### src/rtl/deal_arb_pkg.sv
// Shared types for the deal arbiter: FSM encoding, requester IDs, field widths.
package deal_arb_pkg;

    typedef enum logic [2:0] {
        ST_IDLE    = 3'd0,
        ST_ISSUE   = 3'd1,
        ST_WAIT    = 3'd2,
        ST_DELIVER = 3'd3,
        ST_EMPTY   = 3'd4
    } state_t;

    localparam int PLAYER = 0;
    localparam int DEALER = 1;
    localparam int RANK_W = 4;
    localparam int SUIT_W = 2;
    localparam int CNT_W  = 6;
    localparam int STAT_W = 4;

    function automatic logic [STAT_W-1:0] sat_inc(input logic [STAT_W-1:0] v);
        return (v == {STAT_W{1'b1}}) ? v : v + 1'b1;
    endfunction

endpackage

### src/rtl/rr_arb2.sv
// Two-way round-robin arbiter; remembers the last granted requester (resets to dealer).
import deal_arb_pkg::*;

module rr_arb2 (
    input  logic       clk,
    input  logic       rst_n,
    input  logic       clr,
    input  logic       update,
    input  logic [1:0] req,
    output logic [1:0] grant,
    output logic       last
);

    always_comb begin
        grant = req;
        if (req == 2'b11)
            grant = (last == 1'(DEALER)) ? 2'b01 : 2'b10;
    end

    always_ff @(posedge clk or negedge rst_n) begin
        if (!rst_n)
            last <= 1'(DEALER);
        else if (clr)
            last <= 1'(DEALER);
        else if (update && (|req))
            last <= grant[DEALER];
    end

endmodule

### src/rtl/deal_arbiter.sv
// Arbitrates player/dealer card requests onto one card deck with a fixed fetch latency.
// Optional per-requester ack counters are enabled by defining DEAL_ARBITER_STATS_EN.
// Handshake: a requester holds its req level until its one-cycle ack; dropping req
// after the grant lets the fetch finish but the card is discarded with no ack.
import deal_arb_pkg::*;

module deal_arbiter #(
    parameter int NUM_CARDS = 52,
    parameter int DECK_LAT  = 1
) (
    input  logic              clk,
    input  logic              rst_n,
    input  logic              new_round,
    input  logic              player_req,
    input  logic              dealer_req,
    output logic              player_ack,
    output logic              dealer_ack,
    output logic [RANK_W-1:0] card_num,
    output logic [SUIT_W-1:0] card_suit,
    output logic              deck_pip,
    input  logic [RANK_W-1:0] deck_number,
    input  logic [SUIT_W-1:0] deck_suits,
    input  logic              deck_empty,
    output logic              busy,
    output logic              exhausted,
    output logic [CNT_W-1:0]  dealt_cnt,
    output state_t            dbg_state
`ifdef DEAL_ARBITER_STATS_EN
    ,
    output logic [STAT_W-1:0] player_cnt,
    output logic [STAT_W-1:0] dealer_cnt
`endif
);

    localparam logic [1:0]       LAT_M1 = 2'(DECK_LAT - 1);
    localparam logic [CNT_W-1:0] LAST_CARD = CNT_W'(NUM_CARDS);

    state_t     state;
    logic [1:0] wait_cnt;
    logic       winner;
    logic [1:0] grant;
    logic       last_grant;
    logic       win_req;

    assign dbg_state = state;
    assign win_req   = winner ? dealer_req : player_req;

    rr_arb2 u_rr (
        .clk    (clk),
        .rst_n  (rst_n),
        .clr    (new_round),
        .update (state == ST_IDLE && !new_round),
        .req    ({dealer_req, player_req}),
        .grant  (grant),
        .last   (last_grant)
    );

    always_ff @(posedge clk or negedge rst_n) begin
        if (!rst_n) begin
            state      <= ST_IDLE;
            wait_cnt   <= 2'd0;
            winner     <= 1'b0;
            player_ack <= 1'b0;
            dealer_ack <= 1'b0;
            card_num   <= '0;
            card_suit  <= '0;
            deck_pip   <= 1'b0;
            busy       <= 1'b0;
            exhausted  <= 1'b0;
            dealt_cnt  <= '0;
`ifdef DEAL_ARBITER_STATS_EN
            player_cnt <= '0;
            dealer_cnt <= '0;
`endif
        end else if (new_round) begin
            // Abort any fetch in flight; the captured card is kept on the outputs.
            state      <= ST_IDLE;
            wait_cnt   <= 2'd0;
            player_ack <= 1'b0;
            dealer_ack <= 1'b0;
            deck_pip   <= 1'b0;
            busy       <= 1'b0;
            exhausted  <= 1'b0;
            dealt_cnt  <= '0;
`ifdef DEAL_ARBITER_STATS_EN
            player_cnt <= '0;
            dealer_cnt <= '0;
`endif
        end else begin
            player_ack <= 1'b0;
            dealer_ack <= 1'b0;
            deck_pip   <= 1'b0;
            case (state)
                ST_IDLE: begin
                    if (player_req || dealer_req) begin
                        winner   <= grant[DEALER];
                        state    <= ST_ISSUE;
                        deck_pip <= 1'b1;
                        busy     <= 1'b1;
                    end
                end
                ST_ISSUE: begin
                    wait_cnt <= 2'd0;
                    state    <= ST_WAIT;
                end
                ST_WAIT: begin
                    if (wait_cnt == LAT_M1) begin
                        if (deck_empty) begin
                            state     <= ST_EMPTY;
                            exhausted <= 1'b1;
                            busy      <= 1'b0;
                        end else begin
                            state     <= ST_DELIVER;
                            dealt_cnt <= dealt_cnt + 1'b1;
                            if (win_req) begin
                                card_num   <= deck_number;
                                card_suit  <= deck_suits;
                                player_ack <= !winner;
                                dealer_ack <= winner;
`ifdef DEAL_ARBITER_STATS_EN
                                if (winner) dealer_cnt <= sat_inc(dealer_cnt);
                                else        player_cnt <= sat_inc(player_cnt);
`endif
                            end
                        end
                    end else begin
                        wait_cnt <= wait_cnt + 2'd1;
                    end
                end
                ST_DELIVER: begin
                    busy <= 1'b0;
                    if (dealt_cnt == LAST_CARD) begin
                        state     <= ST_EMPTY;
                        exhausted <= 1'b1;
                    end else begin
                        state <= ST_IDLE;
                    end
                end
                ST_EMPTY: state <= ST_EMPTY;
                default:  state <= ST_IDLE;
            endcase
        end
    end

endmodule

### config.mk
export PLATFORM = sky130hd
export DESIGN_NAME = deal_arbiter
export DESIGN_NICKNAME = d
export VERILOG_FILES = /design/src/rtl/deal_arb_pkg.sv /design/src/rtl/rr_arb2.sv /design/src/rtl/deal_arbiter.sv
export SDC_FILE = /design/constraint.sdc
export NUM_CORES = 1
export LEC_CHECK = 0
export ABC_AREA = 0
export CORE_AREA = 8 8 59 61
export CTS_CLUSTER_SIZE = 24
export DETAILED_ROUTE_END_ITERATION = 6
export DIE_AREA = 0 0 67 69
export GPL_ROUTABILITY_DRIVEN = 1
export PLACE_DENSITY = 0.83
export SLEW_MARGIN = 20
export SYNTH_ARGS = -nofsm -noshare
export SYNTH_HDL_FRONTEND = slang
export SYNTH_SLANG_ARGS = --single-unit
### constraint.sdc
create_clock -name clk -period 5.45 [get_ports clk]
set_clock_uncertainty 0.15 [all_clocks]
set_input_delay 1.09 -clock clk [delete_from_list [all_inputs] [get_ports clk]]
set_output_delay 1.09 -clock clk [all_outputs]
set_load 0.005 [all_outputs]
==> metrics.txt <==
outcome complete, no violations; post_cts resized 0; syn_nets 126; CP arrival about 3.1 ns; WS Path Type in -> reg; final non-filler cell total 171; core box area 2620 µm²; unrepaired setup endpoints after global routing no; CP required approximately 5.5 ns; internal power 0.308 mW; Pins Over Slew Limit 0; clock root cell clkbuf_4; setup TNS 0 ns; Switching Power about 0.11 mW; n_diodes 0; placer congestion estimate 0.722; max incr delay on CP between 0.7 and 0.8 ns; VDD IR max 0.000170 V; wire per inst about 16 µm; hpwl dp around 2.1 mm; Worst Path Buf+Inv 1; Critical Path End Type register; minimum clock period a little over 3 ns; Remaining DRCs 0; Power Total 0.418 mW; cell chain of the critical path clkdlybuf4s50_1 -> or3_4 -> a211oi_4 -> mux2_2; share of the synthesized area in the top cell type a little under half; largest net degree at the start of global routing 25; Post-CTS Setup Bufs 0; most frequent cell after synthesis dfrtp_1; Worst path top cell family by delay buffers and inverters; IO Pins 32; via/cell ratio 5.63; DRT iter0 DRCs 38; # nets final between 150 and 200; Filler cells 242; Fin. Hold Viols 0; CTS max path bufs 2; Sw Ratio 26.3%; starting density of the core ~46%; worst rel slew slack 59.2%; fraction of registers with async set/reset 100%; H-tree Lvls 1; DRT Pass-1 Iters 5; first-pass GRT wire length between 4 and 5 mm; Tcrit/Tclk final between 50 and 60%; DIE AREA 4620 µm²; initial antenna violation count 0; top_reg_cell synth dfrtp_1; Clock transition at path regs 0.13 ns; final setup violation count 0; instance count of the mapped netlist 111; Leak 0.611 nW; CTS tree built; CP max-delay cell clkdlybuf4s50_1; Buffers on Ports 31; total number of yosys warnings 0; multi-input logic area 546 µm²; FF+latch area 602 µm²; pwr dens 268 nW/µm²; Die W 67 µm; sequential fraction of the synthesis area about half; detailed-route via count 962; All-Layer GR Usage 12.2%; crit path max fanout 17; placed cell count ~170; vias in the first global route 1,026; Clk pwr share 22.5%; Clk Latency, worst-skew pair around 0.31 ns; Layout Utilization approximately three fifths; part of the power in registers 52.8%; combinational power share approximately a quarter; Num CTS Buffers 3; Hold Path Class reg -> reg; remaining global-route overflow 0; synth cell count leaders dfrtp_1, a21oi_1, inv_1; Worst Max-Slew Pin Slew 0.610 ns; Synth area leader dfrtp_1; # rows 19; Peak Freq 332 MHz; area delta synth->final 29.4%; crit start category input pin; synthesized area 1200 µm²; Synth area leaders dfrtp_1, mux2_2, a21oi_1; syn avg cell area 10.8 µm²; antenna viol nets, final 0; final WL 2.78 mm; synth unique cells 36; post-synthesis register bit count 24; Sink Count 24; EDFF count, synth 0; Post-CTS Hold Buffers 0; max cap viols 0; share of post-route cells with drive strength above 1 12.9%; chip height just under 70 µm
## registers in the layout (all words and copies together), names as in the netlist
| signal | flops |
|---|---|
| dealt_cnt | 6 |
| card_num | 4 |
| dbg_state | 3 |
| card_suit | 2 |
| wait_cnt | 2 |
| busy | 1 |
| dealer_ack | 1 |
| deck_pip | 1 |
| exhausted | 1 |
| player_ack | 1 |
| u_rr.last | 1 |
| winner | 1 |
## worst paths after layout
path	from	endpoint	slack (ns)	cells after the start
worst min-delay path	card_suit[0]	card_suit[0]	0.37	1
worst max-delay path	new_round	card_num[2]	2.43	4
max in group asynchronous	rst_n	u_rr.last	4.21	1
worst min register to register	card_suit[0]	card_suit[0]	0.37	1
worst max register to register	wait_cnt[0]	dealt_cnt[5]	3.40	5
min in group asynchronous	rst_n	player_ack	0.58	1
## routing by layer
| metal | track usage (%) | vias to the layer above | wire, µm |
|---|---|---|---|
| met5 | 0 | - | 0 |
| met2 | 20.5 | 33 | 1410 |
| li1 | - | 465 | - |
| met3 | 2.91 | 4 | 208 |
| met1 | 14.0 | 460 | 1130 |
| met4 | 5.58 | 0 | 36 |
## metrics by stage
stage / instance area [µm²] / hold WS, ns / setup slack [ns]
after global placement: 1530 / 0.339 / 2.15
after global routing: 1560 / 0.396 / 2.34
final: 1560 / 0.371 / 2.43
after detailed placement: 1530 / 0.346 / 2.08
after floorplan: 1200 / 0.329 / 3.05
after CTS: 1560 / 0.377 / 2.44
## power groups by stage
| stage | Sequential [mW] | Combinational [mW] | Clock (mW) |
|---|---|---|---|
| final | 0.221 | 0.103 | 0.0941 |
| after global routing | 0.226 | 0.111 | 0.102 |
| after CTS | 0.222 | 0.106 | 0.0978 |
| after detailed placement | 0.225 | 0.105 | 0 |
| after global placement | 0.223 | 0.101 | 0 |
| after floorplan | 0.220 | 0.0461 | 0 |
## layout make-up
cell class                      instances  share of cell area (%)
Clock buffer                            4                    2.33
Inverter                                8                    1.93
Multi-Input combinational cell         73                    35.0
Sequential cell                        24                    38.6
Tap cell                               31                    2.49
Timing Repair Buffer                   31                    19.6
## worst register-to-register path: stages, from the launching register on
cell       delay, ns
dfrtp_1         0.39
inv_1           0.10
ha_1            0.29
nand4bb_1       0.34
nor3_1          0.32
mux2_2          0.36
## kinds of logic after synthesis
kind of cell / Yosys count / share of synthesized area, %
simple gates: 34 / 17.9
compound gates: 27 / 16.1
flops: 24 / 50.0
buf+inv: 14 / 4.68
mux: 9 / 8.21
fa+ha+maj: 3 / 3.12
## layout by cell type (no fill, tap or decap)
master | Yosys | routed
o31ai_1 | 1 | 1
nand4b_1 | 3 | 3
or2_2 | 1 | 1
dfrtp_1 | 23 | 23
or3_4 | 1 | 1
a32o_1 | 1 | 1
or4_4 | 1 | 1
nor3_1 | 3 | 3
a22oi_1 | 1 | 1
clkdlybuf4s50_1 | 0 | 30
mux2i_1 | 2 | 2
nand3b_1 | 2 | 2
o32ai_1 | 2 | 2
inv_1 | 8 | 8
a31oi_1 | 3 | 3
a211oi_4 | 1 | 1
mux2_2 | 7 | 7
nand4bb_1 | 1 | 1
buf_2 | 0 | 1
ha_1 | 3 | 3
or4_1 | 2 | 2
nand2b_1 | 3 | 3
nor4bb_1 | 1 | 1
o21a_1 | 1 | 1
nor2_1 | 4 | 4
nand2_1 | 6 | 6
clkbuf_8 | 0 | 1
o21ai_0 | 4 | 4
a21oi_1 | 9 | 9
a211oi_1 | 1 | 1
clkbuf_4 | 0 | 3
nor2b_1 | 2 | 2
dfstp_2 | 1 | 1
or3_1 | 3 | 3
o21bai_1 | 1 | 1
a2111oi_2 | 1 | 1
o32a_1 | 1 | 1
nor4_1 | 1 | 1
Power figures use the tool's default switching activity.
